===== config.mk =====
export PLATFORM = sky130hd
export DESIGN_NAME = stopwatch_minute_adjust
export DESIGN_NICKNAME = d
export VERILOG_FILES = /design/src/rtl/stopwatch_pkg.sv /design/src/rtl/bcd_minute_incdec.sv /design/src/rtl/stopwatch_minute_adjust.sv
export SDC_FILE = /design/constraint.sdc
export NUM_CORES = 1
export LEC_CHECK = 0
export BUFFER_PORTS_ARGS = -buffer_cell sky130_fd_sc_hd__buf_2
export CAP_MARGIN = 30
export CORE_ASPECT_RATIO = 1.75
export CORE_UTILIZATION = 50
export DETAILED_ROUTE_END_ITERATION = 6
export PLACE_DENSITY = 0.79
export SLEW_MARGIN = 20
export SYNTH_ARGS = -nofsm -noshare
export SYNTH_HDL_FRONTEND = slang
export SYNTH_SLANG_ARGS = --single-unit

===== constraint.sdc =====
create_clock -name clk -period 2.85 [get_ports clk]
set_clock_uncertainty 0.05 [all_clocks]
set_input_delay 0.57 -clock clk [delete_from_list [all_inputs] [get_ports clk]]
set_output_delay 0.57 -clock clk [all_outputs]
set_load 0.005 [all_outputs]

===== src/rtl/stopwatch_pkg.sv =====
// stopwatch_pkg: shared BCD time type, range presets and ordering helper for the stopwatch.
package stopwatch_pkg;
  localparam logic [15:0] LOW_PRESET  = 16'h1020;
  localparam logic [15:0] HIGH_PRESET = 16'h4930;
  typedef struct packed {
    logic [3:0] min_tens;
    logic [3:0] min_units;
    logic [3:0] sec_tens;
    logic [3:0] sec_units;
  } bcd_time_t;
  // Digit-major packing makes plain unsigned compare match time order for valid BCD.
  function automatic logic bcd_time_lt(input bcd_time_t a, input bcd_time_t b);
    return a < b;
  endfunction
endpackage


===== src/rtl/bcd_minute_incdec.sv =====
// bcd_minute_incdec: combinational two-digit BCD +/-1 with wrap flag (99->00 or 00->99).
module bcd_minute_incdec (
  input  logic       dec_i,
  input  logic [3:0] tens_i,
  input  logic [3:0] units_i,
  output logic [3:0] tens_o,
  output logic [3:0] units_o,
  output logic       wrap_o
);
  logic c;
  assign c       = dec_i ? (units_i == 4'd0) : (units_i == 4'd9);
  assign units_o = dec_i ? (c ? 4'd9 : units_i - 4'd1) : (c ? 4'd0 : units_i + 4'd1);
  assign tens_o  = !c ? tens_i :
                   dec_i ? (tens_i == 4'd0 ? 4'd9 : tens_i - 4'd1) :
                           (tens_i == 4'd9 ? 4'd0 : tens_i + 4'd1);
  assign wrap_o  = c & (dec_i ? (tens_i == 4'd0) : (tens_i == 4'd9));
endmodule


===== src/rtl/stopwatch_minute_adjust.sv =====
// stopwatch_minute_adjust: minute add/subtract with range clamp, reset preset select and load strobe.
module stopwatch_minute_adjust #(
  parameter logic [15:0] LOW_PRESET  = stopwatch_pkg::LOW_PRESET,
  parameter logic [15:0] HIGH_PRESET = stopwatch_pkg::HIGH_PRESET
) (
  input  logic        clk,
  input  logic        rst_n,
  input  logic [15:0] time_in,
  input  logic        reset_req,
  input  logic        reverse,
  input  logic        add,
  input  logic        subtract,
  output logic        load,
  output logic [15:0] load_value,
  output logic        clamped,
  output logic        tens_enable
);
  import stopwatch_pkg::bcd_time_t;
  import stopwatch_pkg::bcd_time_lt;
  bcd_time_t t, adj;
  logic [3:0] tens_n, units_n;
  logic wrap, invalid, do_add, do_sub, add_clamp, sub_clamp;
  logic load_q, load_d, clamped_q, clamped_d;
  logic [15:0] value_q, value_d;
  assign t = bcd_time_t'(time_in);
  bcd_minute_incdec u_incdec (
    .dec_i   (subtract),
    .tens_i  (t.min_tens),
    .units_i (t.min_units),
    .tens_o  (tens_n),
    .units_o (units_n),
    .wrap_o  (wrap)
  );
  assign adj     = '{min_tens: tens_n, min_units: units_n, sec_tens: t.sec_tens, sec_units: t.sec_units};
  assign invalid = (t.min_tens > 4'd4) | (t.min_units > 4'd9) | (t.sec_tens > 4'd9) | (t.sec_units > 4'd9);
  assign do_add  = add & ~subtract;
  assign do_sub  = subtract & ~add;
  assign add_clamp = invalid | wrap | bcd_time_lt(bcd_time_t'(HIGH_PRESET), adj);
  assign sub_clamp = invalid | wrap | bcd_time_lt(adj, bcd_time_t'(LOW_PRESET));
  always_comb begin
    load_d    = reset_req | do_add | do_sub;
    value_d   = reset_req ? (reverse ? HIGH_PRESET : LOW_PRESET) :
                do_add    ? (add_clamp ? HIGH_PRESET : 16'(adj)) :
                do_sub    ? (sub_clamp ? LOW_PRESET : 16'(adj)) : value_q;
    clamped_d = reset_req ? 1'b0 : do_add ? add_clamp : do_sub ? sub_clamp : clamped_q;
  end
  always_ff @(posedge clk or negedge rst_n) begin
    if (!rst_n) begin
      load_q    <= 1'b0;
      value_q   <= 16'h0000;
      clamped_q <= 1'b0;
    end else begin
      load_q    <= load_d;
      value_q   <= value_d;
      clamped_q <= clamped_d;
    end
  end
  assign load        = load_q;
  assign load_value  = value_q;
  assign clamped     = clamped_q;
  assign tens_enable = reverse ? (t.min_units == 4'd0) : (t.min_units == 4'd9);
endmodule


**Word-level counts from Yosys, hierarchy flattened**

Cells that the tools add are included.

- Flip-flop bits (word level): 18
- Input bits: 22
- Output and inout bits: 19
- Word-level logic and storage cells: 50

- $add $sub $neg: 4
- $lt $le $gt $ge: 6
- Eq/ne operators: 2
- Muxes and demuxes: 19
- Bitwise logic cells: 13
- Reductions and logical operators: 3

Operators by type and width:

| operator | count |
|---|---|
| 2-to-1 mux 16 bit | 5 |
| 2-to-1 mux 4 bit | 7 |
| less-than comparator 15 x 16 -> 1 bit, first input constant | 1 |
| less-than comparator 16 x 13 -> 1 bit, second input constant | 1 |
| 2-to-1 mux 15 bit | 1 |
| > comparator 4 bit, second input constant | 3 |
| adder 4 x 1 -> 4 bit, second input constant | 2 |
| == test 4 bit, second input constant | 2 |
| zero test 4 bit | 2 |
| bitwise OR 1 bit | 8 |
| subtractor 4 x 1 -> 4 bit, second input constant | 2 |
| 2-to-1 mux 1 bit | 6 |
| > comparator 4 x 3 -> 1 bit, second input constant | 1 |
| bitwise AND 1 bit | 3 |
| nonzero test 3 bit | 1 |
| inverter 1 bit | 2 |

**Longest topological paths before layout**

Gate-level depths: netlist of run 1.

- Depth after elaboration: 10
- Gate-level depth with buffers: 10
- Gate-level depth less buffers: 9

**Cells and area by module**

A second synthesis of run 1 with hierarchy kept.

- Cell total of the unflattened synthesis: 149
- Area, all modules: 1350.0 um^2

Modules (own cells, without submodules):

| module | instances | cells each | area each (um^2) | seq. area each (um^2) |
|---|---|---|---|---|
| stopwatch_minute_adjust | 1 | 79 | 879.6 | 450.4 |
| bcd_minute_incdec | 1 | 70 | 470.5 | 0.0 |

**Least setup slack after synthesis of run 1**

No wires, ideal clock.

- Path type: in2reg
- Start point: in time_in[9]
- End point: reg value_q[10] (netlist: load_value[10])
- Setup time: 0.121 ns
- Data arrival time: 2.465 ns
- Required time: 2.679 ns
- Slack: 0.214 ns
- Stages: 10
- Buffers on the path: 1
- Path through: inv_1 > ha_1 > and4bb_1 > buf_4 > a211oi_2 > nor4_1 > a41oi_2 > o41ai_4 > o32ai_4 > a22o_1

- Word-level cells in the longest chain between the ends: 10
- Elaborated cells on any way between the ends: 24
- Those cells by class: add/sub: 2; order compare: 3; eq/ne: 1; mux: 10; bitwise: 7; reduce/logical: 1

Ends and longest elaborated chain:

| what | RTL line | RTL |
|---|---|---|
| start: declaration | stopwatch_minute_adjust.sv:8 | `input logic [15:0] time_in,` |
| parallel branches: the longest is 8 deep, another holds less-than comparator 16 x 13 -> 1 bit | n/a |  |
| 2-to-1 mux 16 bit (*) | stopwatch_minute_adjust.sv:43 | `do_add ? (add_clamp ? HIGH_PRESET : 16'(adj)) :` |
| 2-to-1 mux 16 bit (*) | stopwatch_minute_adjust.sv:42 | `value_d = reset_req ? (reverse ? HIGH_PRESET : LOW_PRESET) :` |
| end signal: assignment | stopwatch_minute_adjust.sv:54 | `value_q <= value_d;` |
| end: declaration | stopwatch_minute_adjust.sv:24 | `logic [15:0] value_q, value_d;` |

Every way passes the cells marked *. The select of a mux whose other input is x is not followed.
A chain may end at the register's enable or synchronous reset.

**Final worst setup path of run 1**

- Start point: in time_in[9]
- End point: reg value_q[9] (netlist: load_value[9])

The elaborated chain is that of the path after synthesis.

==> impl_summary.log, run 1 <==
INFO  metric place_hpwl = 3040 um
INFO  metric cts_num_sinks = 18
INFO  metric netlist_area = 0.00149 mm^2
INFO  metric starting_density_of_the_core = 54.2%
INFO  metric timing.hold.worst.class = input pin to async pin
INFO  metric timing.critical_path.required = 2.93 ns
INFO  metric clk_path_buf_depth = 2
INFO  metric worstPathArrival = 2.86 ns
INFO  metric rows = 25
INFO  metric detailed_route_drc_error_count = 0
INFO  metric worst_path_dominant_cell_family = compound AO/OA/AOI/OAI gates
INFO  metric antenna_cells = 0
INFO  metric ff2ff_path_depth = 3
INFO  metric detailedRoute.firstIterationViolations = 30
INFO  metric timing.critical_path.slowest_stage_cell = o41ai_4
INFO  metric vdd_drop_max = 0.180 mV
INFO  metric fp.dieH = 74.3 um
INFO  metric numPortBuffers = 40
INFO  metric timing.critical_path.fanout_max = 10
INFO  metric cts-root-buf = clkbuf_8
INFO  metric yosysSeqAreaShare = 30.2%
INFO  metric synth_top_family_by_area = compound AO/OA/AOI/OAI gates
INFO  metric max_freq = 360 MHz
INFO  metric cts-hold-fix-buffers = 0
INFO  metric gr-total-overflow = 0
INFO  metric unique_masters_post_synth = 60
INFO  metric floorplan.core_area = 0.00275 mm^2
INFO  metric cts_made_buffers = 3
INFO  metric grtUsageTotal = 23.4%
INFO  metric final_net_count = 249
INFO  metric finalCriticalPeriod = 2.78 ns
INFO  metric run_status = complete, no violations
INFO  metric cp.depth = 12
INFO  metric final_layout_size_suffix_gt1_share = 34.4%
INFO  metric grt_pass1_vias = 1439
INFO  metric syn-num-nets = 195
INFO  metric routabilityCongestion = 0.939
INFO  metric grt_setup_unrepaired = false
INFO  metric grt_antenna_before_repair = 0
INFO  metric worst_setup_path_end_kind = flip-flop
INFO  metric fin_total_pwr = 0.634 mW
INFO  metric crit_type = input pin to flip-flop
INFO  metric pwr_density_cell = 340 mW/mm^2
INFO  metric p_leak = 0.889 nW
INFO  metric worst_slew_pin_slew = 0.392 ns
INFO  metric wirelength = 3680 um
INFO  metric async_reset_ff_share = 100%
INFO  metric final-max-slew-violation-count = 0
INFO  metric worst-path-buf-inv = 4
INFO  metric yosys_register_bits = 18
INFO  metric wl_per_cell = 14.8 um
INFO  metric final_min_period_over_clock_period = 97.4%
INFO  metric cts-htree-levels = 1
INFO  metric firstDrtPassIters = 5
INFO  metric synthXorXnorAreaFrac = 1.17%
INFO  metric synth_adder_area_share = 3.36%
INFO  metric tritoncts = yes
INFO  metric startpoint_type_of_the_worst_setup_path = input pin
INFO  metric finish.cell_count_without_fillers = 248
INFO  metric worst_setup_hold_path_clk_slew = 0.06 ns
INFO  metric worst_path_largest_cell_delay = 0.36 ns
INFO  metric top_reg_cell_synth = dfrtp_1
INFO  metric grt_first_pass_wirelength = 5910 um
INFO  metric timing.slew.headroom = 73.7%
INFO  metric dp_cells = 244
INFO  metric worstSkewPairLatency = 0.25 ns
INFO  metric synth-edff-count = 0
INFO  metric vias_per_cell = 6.02
INFO  metric antenna_violating_nets_post_route = 0
INFO  metric yosysWarningCount = 0
INFO  metric timing.critical_path.cells = buf_2 > inv_1 > ha_1 > and4bb_1 > a211oi_2 > nor4_1 > a41oi_2 > o41ai_4 > buf_4 > o32ai_4 > buf_12 > a22o_1
INFO  metric max_cap_violations = 0
INFO  metric post_synth_inst_count = 169
INFO  metric vias = 1492
INFO  metric synth_compound_area_share = 33.1%
INFO  metric die_x = 43.3 um
INFO  metric grt_max_degree = 19
INFO  metric ios = 41
INFO  metric setup_violations = 0
INFO  metric synthMuxAreaShare = 1.43%
INFO  metric die_area = 0.00321 mm^2
INFO  metric synthesized_area_fraction_occupied_by_and_or_nand_nor_cells = 22.8%
INFO  metric flow.area_growth_from_synthesis = 25.0%
INFO  metric final-hold-violation-count = 0
INFO  metric synth.avg_cell_area = 8.83 um^2
==> metal layers <==
metal  global-route usage [%]  wire (um)
met5                        0          0
met4                     9.43         35
met3                     1.46        137
met1                     24.4       1350
met2                     46.6       2160
==> through the flow <==
step                hold WS, ns  instance area (um^2)  TNS (ns)  util (%)  worst slack (ns)
floorplan                 0.224                  1490         0         -             0.214
global placement          0.413                  1800     -1.08      65.3           -0.0980
detailed placement        0.442                  1800     -1.46      65.5            -0.136
CTS                       0.190                  1840         0      67.0             0.124
global route              0.210                  1860         0      67.7           0.00470
finish                    0.181                  1860         0      67.7            0.0734
==> registers in the layout, summed over array words and instances (netlist names) <==
signal,flops
clamped,1
load,1
load_value,16
==> Yosys cell counts, types with 2 or more instances <==
cell | instances | area (um^2)
dfrtp_1 | 18 | 450
inv_1 | 15 | 56.3
nand2_1 | 12 | 45.0
nor2_1 | 11 | 41.3
a22o_1 | 9 | 78.8
o21ai_0 | 9 | 45.0
nor2b_1 | 7 | 43.8
a211oi_1 | 5 | 37.5
a21oi_1 | 5 | 25.0
and2_1 | 5 | 31.3
clkbuf_1 | 5 | 18.8
ha_1 | 4 | 50.1
nand3_1 | 4 | 20.0
nor3_1 | 4 | 20.0
nand2b_1 | 3 | 18.8
a21oi_2 | 2 | 17.5
buf_2 | 2 | 10.0
buf_6 | 2 | 22.5
nand3b_1 | 2 | 15.0
nand4_1 | 2 | 12.5
o22a_1 | 2 | 17.5
o2bb2ai_1 | 2 | 17.5
or4_1 | 2 | 15.0
==> worst paths after layout <==
path | start | to | slack, ns
worst max-delay path | time_in[9] | load_value[9] | 0.07
worst min-delay path | rst_n | load | 0.18
worst max register to register | clamped | clamped | 1.90
worst min register to register | load_value[15] | load_value[15] | 0.45
max in group asynchronous | rst_n | load_value[2] | 2.30
min in group clk | load_value[15] | load_value[15] | 0.45
==> logic make-up (layout without fill, tap and decap cells) <==
kind of cell | count (synthesis) | after routing
adder cells (fa/ha/maj) | 4 | 4
flip-flops | 18 | 18
AND/OR/NAND/NOR | 61 | 61
buffers and inverters | 26 | 78
multiplexers | 2 | 2
AO/OA/AOI/OAI | 56 | 56
XOR/XNOR | 2 | 2
==> layout make-up <==
class                      instances  area, um^2
clock buffer                       3        41.3
fill                             230         888
inverter                          15        56.3
sequential                        18         450
timing repair buffer              60         360
tap                               27        33.8
multi-input combinational        125         922
==> power breakdown <==
| group | leakage (nW) | internal (mW) | switching [mW] |
|---|---|---|---|
| clock | 0.0216 | 0.0936 | 0.0716 |
| sequential | 0.231 | 0.269 | 0.00650 |
| combinational | 0.637 | 0.0873 | 0.106 |
| total | 0.889 | 0.449 | 0.184 |
==> repair_timing <==
item,in CTS,in global routing
setup endpoints to repair,0,10
gates resized for setup,0,1
setup buffers,0,1
==> cells in the final DEF (no fill, tap or decap), drive strengths merged, types with 2 or more instances in the layout <==
| cell type | Yosys | layout |
|---|---|---|
| nand3 | 4 | 4 |
| nand3b | 2 | 2 |
| a22o | 9 | 9 |
| o21ai | 9 | 9 |
| nor2 | 12 | 12 |
| buf | 6 | 60 |
| a21oi | 7 | 7 |
| nand2 | 12 | 12 |
| or4 | 2 | 2 |
| dfrtp | 18 | 18 |
| inv | 15 | 15 |
| nor2b | 7 | 7 |
| ha | 4 | 4 |
| clkbuf | 5 | 3 |
| a211oi | 6 | 6 |
| a41oi | 2 | 2 |
| o41ai | 2 | 2 |
| nand4 | 2 | 2 |
| o2bb2ai | 2 | 2 |
| and2 | 5 | 5 |
| nand2b | 3 | 3 |
| nor3 | 4 | 4 |
| o22a | 2 | 2 |
Power figures use the tool's default switching activity.
==> run 2, diff against run 1 <==
--- a/config.mk
+++ b/config.mk
@@ -11,4 +11,5 @@
 export CORE_UTILIZATION = 50
 export DETAILED_ROUTE_END_ITERATION = 6
+export HOLD_SLACK_MARGIN = 0.1
 export PLACE_DENSITY = 0.79
 export SLEW_MARGIN = 20
==> constraint.sdc (replaced) <==
create_clock -name clk -period 2.85 [get_ports clk]
set_clock_uncertainty 0.05 [all_clocks]
set_input_delay 0.1425 -clock clk [delete_from_list [all_inputs] [get_ports clk]]
set_output_delay 0.1425 -clock clk [all_outputs]
set_load 0.005 [all_outputs]
==> run 2 against run 1 <==
- via count is 0.54% lower
- final cell count down 4.4%
- die area is the same
- maximum frequency increased by 8.6%
- register-to-register slack better by 0.02 ns
- non-clock buffer count is 12 lower
- utilization down 2.6 points
- setup slack improved by 0.22 ns
- flip-flop and latch count unchanged
==> impl_summary.log, run 2 (synthesis gave the netlist of run 1 again) <==
INFO  metric run_status = complete, no violations
INFO  metric firstDrtPassIters = 4 (-1)
INFO  metric final_critical_path_setup_slack = 0.294 ns (+0.220 ns)
INFO  metric detailed_route_drc_error_count = 0 (unchanged)
INFO  metric crit_type = input pin to flip-flop
INFO  metric final_net_count = 237 (-4.8%)
INFO  metric grt_setup_unrepaired = false
INFO  metric antenna_violating_nets_post_route = 0 (unchanged)
INFO  metric cts_made_buffers = 3 (unchanged)
INFO  metric worst_slew_pin_slew = 0.460 ns (+0.0688 ns)
INFO  metric cts-htree-levels = 1 (unchanged)
INFO  metric reg2reg_to = clamped
INFO  metric startpoint_type_of_the_worst_setup_path = input pin
INFO  metric timing.critical_path.slowest_stage_cell = o41ai_4
INFO  metric timing.critical_path.required = 2.95 ns (+0.02 ns)
INFO  metric routabilityCongestion = 0.879 (-6.3%)
INFO  metric place_worst_setup_slack = 0.164 ns (+0.300 ns)
INFO  metric setup_violations = 0 (unchanged)
INFO  metric worst_setup_hold_path_clk_slew = 0.06 ns (about the same)
INFO  metric grt_pass1_vias = 1302 (-9.5%)
INFO  metric grtUsageTotal = 22.7% (-0.71 points)
INFO  metric die_area = 0.00321 mm^2 (unchanged)
INFO  metric final-hold-violation-count = 0 (unchanged)
INFO  metric vias = 1484 (-0.54%)
INFO  metric starting_density_of_the_core = 54.2% (unchanged)
INFO  metric wirelength = 3570 um (-2.8%)
INFO  metric die_x = 43.3 um (unchanged)
INFO  metric crit_path_end = load_value[10]
INFO  metric setup_tns = 0 ns (unchanged)
INFO  metric vias_per_cell = 6.26 (+4.1%)
INFO  metric fp.dieH = 74.3 um (unchanged)
INFO  metric flow.area_growth_from_synthesis = 20.2%
INFO  metric critical_path.reg2reg.startpoint = clamped
INFO  metric rows = 25 (unchanged)
INFO  metric mostFrequentLayoutCell = buf_2
INFO  metric grt_max_degree = 23 (+4)
INFO  metric timing.slew.headroom = 69.0% (-4.6 points)
INFO  metric antenna_cells = 0 (unchanged)
INFO  metric max_cap_violations = 0 (unchanged)
INFO  metric p_leak = 0.831 nW (-6.5%)
INFO  metric clk_path_buf_depth = 2 (unchanged)
INFO  metric highest_count_cells_in_the_layout_ignoring_fill_and_taps = buf_2, dfrtp_1, inv_1
INFO  metric worstSkewPairLatency = 0.26 ns (about the same)
INFO  metric place_hpwl = 2750 um (-9.4%)
INFO  metric worst_setup_path_end_kind = flip-flop
INFO  metric final_min_period_over_clock_period = 89.7% (-7.7 points)
INFO  metric grt_antenna_before_repair = 0 (unchanged)
INFO  metric timing.critical_path.fanout_max = 10 (unchanged)
INFO  metric grt_first_pass_wirelength = 5620 um (-4.9%)
INFO  metric flip_flop_count_of_the_largest_register_after_layout = 16 (unchanged)
INFO  metric worst_path_largest_cell_delay = 0.52 ns (+0.16 ns)
INFO  metric gr-total-overflow = 0 (unchanged)
INFO  metric cts_num_sinks = 18 (unchanged)
INFO  metric vdd_drop_max = 0.211 mV (+17%)
INFO  metric timing.hold.worst.class = input pin to flip-flop
INFO  metric tritoncts = yes
INFO  metric cts-root-buf = clkbuf_8
INFO  metric wl_per_cell = 15.1 um (+1.7%)
INFO  metric ff2ff_path_depth = 3 (unchanged)
INFO  metric floorplan.core_area = 0.00275 mm^2 (unchanged)
INFO  metric detailedRoute.firstIterationViolations = 48 (+60%)
INFO  metric pwr_density_cell = 370 mW/mm^2 (+8.8%)
INFO  metric finalCriticalPeriod = 2.56 ns (-0.220 ns)
INFO  metric worst_setup_startpoint = time_in[9]
INFO  metric worstPathArrival = 2.65 ns (-0.21 ns)
INFO  metric ios = 41 (unchanged)
INFO  metric timing.critical_path.cells = buf_2 > inv_1 > ha_1 > and4bb_1 > a211oi_2 > nor4_1 > a41oi_2 > o41ai_4 > o32ai_4 > a22o_1
INFO  metric final_layout_size_suffix_gt1_share = 28.1% (-6.3 points)
INFO  metric numPortBuffers = 40 (unchanged)
INFO  metric final-max-slew-violation-count = 0 (unchanged)
INFO  metric timing.reg2reg.setup_slack = 1.92 ns (+0.02 ns)
INFO  metric max_freq = 391 MHz (+8.6%)
[run 2: final cells by class]
cell class,count,area [um^2]
inverter,15,56.3
fill,229,960
tap,27,33.8
multi-input combinational,125,922
sequential,18,450
timing repair buffer,48,275
clock buffer,4,55.1
[run 2: how the worst min path moves through the flow]
stage | start | endpoint | slack, ns | depth (start not counted)
final | time_in[5] | load_value[5] | 0.10 | 3
after global routing | time_in[5] | load_value[5] | 0.10 | 3
after detailed placement | rst_n | load_value[11] | 0.04 | 1
after floorplan | rst_n | clamped | -0.20 | 0
after global placement | rst_n | load | 0.02 | 1
after CTS | time_in[5] | load_value[5] | 0.10 | 3
[run 2: metrics by stage]
step	power, mW	cell area, um^2	hold slack [ns]	std cells	utilization [%]
after CTS	0.665	1790	0.100	237	65.1
after floorplan	0.391	1490	-0.203	169	-
after global routing	0.695	1790	0.101	237	65.1
after global placement	0.444	1680	0.0221	227	61.0
after detailed placement	0.451	1680	0.0378	227	61.0
final	0.663	1790	0.102	237	65.1
[run 2: where the power goes]
group / switching (mW) / leakage (nW) / internal [mW]
clock: 0.0862 / 0.0288 / 0.123
sequential: 0.00633 / 0.231 / 0.268
combinational: 0.103 / 0.572 / 0.0762
[run 2: worst max-delay path, delay by kind of cell]
family / cells / cell delay [ns]
AOI/OAI and AO/OA: 5 / 1.27
adders and majority gates: 1 / 0.21
buffers and inverters: 2 / 0.23
and+or+nand+nor: 2 / 0.79
[run 2: per-layer routing]
layer | global-route usage, % | wire (um)
met4 | 13.8 | 119
met3 | 3.16 | 179
met2 | 39.8 | 1900
met1 | 25.4 | 1380
met5 | 0 | 0
[run 2: what timing repair did]
| action | in CTS | in global routing |
|---|---|---|
| hold buffers | 6 | 0 |
| resized for setup | 0 | 0 |
| hold endpoints to repair | 23 | 0 |
| setup buffers | 0 | 0 |
==> run 3, diff against run 2 <==
Settings changed: CORE_MARGIN set to 5.
==> run 3 against run 2 <==
- setup slack got worse by 0.034 ns
- worst hold slack gained 0.0039 ns
- via count fell by 1.1%
- routed wire length is 4.7% higher
- global-route usage is 3.6 points lower
- non-clock buffer count unchanged
- die area rose by 31%
- register-to-register slack got worse by 0.06 ns
- largest power group unchanged
- critical endpoint is now load_value[11]
- count of clock-buffer cells in the layout fell by 1
- utilization is 3.6 points lower
- highest routed layer unchanged
==> impl_summary.log, run 3 (synthesis gave the netlist of run 1 again) <==
INFO  metric run_status = complete, no violations
INFO  metric detailedRoute.firstIterationViolations = 45 (-6.3%)
INFO  metric vias_per_cell = 6.19 (-1.1%)
INFO  metric worst_setup_path_end_kind = flip-flop
INFO  metric timing.critical_path.slowest_stage_cell = dlygate4sd3_1
INFO  metric setup_tns = 0 ns (unchanged)
INFO  metric final-max-slew-violation-count = 0 (unchanged)
INFO  metric antenna_cells = 0 (unchanged)
INFO  metric wl_per_cell = 15.8 um (+4.7%)
INFO  metric highest_count_cells_in_the_layout_ignoring_fill_and_taps = buf_2, dfrtp_1, inv_1
INFO  metric vdd_drop_max = 0.155 mV (-27%)
INFO  metric die_x = 51.3 um (+18%)
INFO  metric cts_num_sinks = 18 (unchanged)
INFO  metric grt_max_degree = 23 (unchanged)
INFO  metric final_critical_path_setup_slack = 0.259 ns (-0.0341 ns)
INFO  metric cts-root-buf = clkbuf_8
INFO  metric grt_setup_unrepaired = false
INFO  metric grt.met2_usage = 36.6% (-3.2 points)
INFO  metric finish.cell_count_without_fillers = 237 (unchanged)
INFO  metric tritoncts = yes
INFO  metric fin_area = 0.00178 mm^2 (-0.70%)
INFO  metric timing.critical_path.required = 2.91 ns (-0.04 ns)
INFO  metric worst_setup_hold_path_clk_slew = 0.06 ns (about the same)
INFO  metric timing.slew.headroom = 69.8% (+0.74 points)
INFO  metric cts_made_buffers = 3 (unchanged)
INFO  metric final-hold-violation-count = 0 (unchanged)
INFO  metric grtUsageMet3 = 2.15% (-1.0 points)
INFO  metric place_hpwl = 2990 um (+8.5%)
INFO  metric numPortBuffers = 40 (unchanged)
INFO  metric p_leak = 0.824 nW (-0.87%)
INFO  metric wirelength = 3740 um (+4.7%)
INFO  metric min_delay_worst_endpoint = load_value[6]
INFO  metric firstDrtPassIters = 4 (unchanged)
INFO  metric cts-htree-levels = 1 (unchanged)
INFO  metric grt_first_pass_wirelength = 6290 um (+12%)
INFO  metric crit_type = input pin to flip-flop
INFO  metric routabilityCongestion = 0.816 (-7.2%)
INFO  metric place_worst_setup_slack = 0.182 ns (+0.0176 ns)
INFO  metric grt_antenna_before_repair = 0 (unchanged)
INFO  metric final_net_count = 237 (unchanged)
INFO  metric gr-total-overflow = 0 (unchanged)
INFO  metric gr-usage-met1 = 20.5% (-4.9 points)
INFO  metric antenna_violating_nets_post_route = 0 (unchanged)
INFO  metric finalCriticalPeriod = 2.59 ns (+0.0341 ns)
INFO  metric startpoint_type_of_the_worst_setup_path = input pin
INFO  metric max_cap_violations = 0 (unchanged)
INFO  metric clk_path_buf_depth = 2 (unchanged)
INFO  metric flow.area_growth_from_synthesis = 19.4%
INFO  metric fp.dieH = 82.3 um (+11%)
INFO  metric post_cts_buffers = 0 (unchanged)
INFO  metric timing.reg2reg.setup_slack = 1.86 ns (-0.06 ns)
INFO  metric min_from = time_in[6]
INFO  metric placedInstanceArea = 0.00168 mm^2 (about the same)
INFO  metric setup_violations = 0 (unchanged)
INFO  metric timing.hold.worst.class = input pin to flip-flop
INFO  metric timing.critical_path.cells = dlygate4sd3_1 > buf_2 > or4_1 > a311o_1 > nand2_1 > a31o_2 > a21oi_2 > o41ai_2 > a211oi_1
INFO  metric floorplan.core_area = 0.00290 mm^2 (+5.2%)
INFO  metric timing.critical_path.fanout_max = 3 (-7)
INFO  metric pwr_density_cell = 352 mW/mm^2 (-5.0%)
INFO  metric rows = 26 (+4.0%)
INFO  metric grt_busiest_layer = met2
INFO  metric dp_cells = 228 (+0.44%)
INFO  metric starting_density_of_the_core = 51.5% (-2.7 points)
INFO  metric cts-hold-fix-buffers = 6 (unchanged)
INFO  metric final_layout_size_suffix_gt1_share = 27.8% (-0.34 points)
INFO  metric vias = 1467 (-1.1%)
INFO  metric die_area = 0.00422 mm^2 (+31%)
INFO  metric finalCoreUtilization = 61.5% (-3.6 points)
INFO  metric critical_path.reg2reg.startpoint = clamped
INFO  metric hold_path_depth = 2 (-1)
INFO  metric mostFrequentLayoutCell = buf_2
INFO  metric cts_resized = 0 (unchanged)
INFO  metric grt_pass1_vias = 1431 (+9.9%)
INFO  metric grtUsageTotal = 19.1% (-3.6 points)
INFO  metric worstSkewPairLatency = 0.25 ns (about the same)
INFO  metric detailed_route_drc_error_count = 0 (unchanged)
INFO  metric reg2reg_to = clamped
INFO  metric ios = 41 (unchanged)
INFO  metric max_freq = 386 MHz (-1.3%)
INFO  metric flip_flop_count_of_the_largest_register_after_layout = 16 (unchanged)
INFO  metric worst_path_largest_cell_delay = 0.54 ns (+0.02 ns)
INFO  metric worst_slew_pin_slew = 0.453 ns (-0.00690 ns)
INFO  metric final_min_period_over_clock_period = 90.9% (+1.2 points)
INFO  metric worstPathArrival = 2.65 ns (about the same)
INFO  metric ff2ff_path_depth = 3 (unchanged)
## run 3: critical path: cells and delay by family
kind	cells	cell delay [ns]
buffers and inverters	2	0.67
AOI/OAI and AO/OA	5	1.24
and+or+nand+nor	2	0.61
## run 3: worst max-delay path by stage
| stage | start | end | cells after the start |
|---|---|---|---|
| finish | time_in[2] | load_value[11] | 9 |
| global route | time_in[2] | load_value[11] | 9 |
| CTS | time_in[2] | load_value[11] | 9 |
| detailed placement | time_in[9] | load_value[13] | 10 |
| global placement | time_in[9] | load_value[13] | 10 |
| floorplan | time_in[9] | load_value[10] | 10 |
## run 3: routing by layer
metal | vias up | share of wire (%)
met1 | 710 | 38
met5 | - | 0
met4 | 0 | 2.5
met3 | 9 | 5.1
li1 | 705 | -
met2 | 43 | 55
## run 3: area by class of cell
type	count	area (um^2)
Timing Repair Buffer	48	275
Fill cell	247	1110
Tap cell	28	35.0
Inverter	15	56.3
Clock buffer	3	41.3
Sequential cell	18	450
Multi-Input combinational cell	125	922
## run 3: power by group
part	switching [mW]	internal (mW)
logic	0.104	0.0763
clock network	0.0764	0.0939
registers	0.00620	0.269
total	0.187	0.439
## run 3: metrics by stage
| step | total power, mW | hold WS (ns) |
|---|---|---|
| after floorplan | 0.391 | -0.203 |
| after global placement | 0.445 | 0.0249 |
| after detailed placement | 0.452 | 0.0438 |
| after CTS | 0.632 | 0.101 |
| after global routing | 0.663 | 0.115 |
| final | 0.626 | 0.105 |
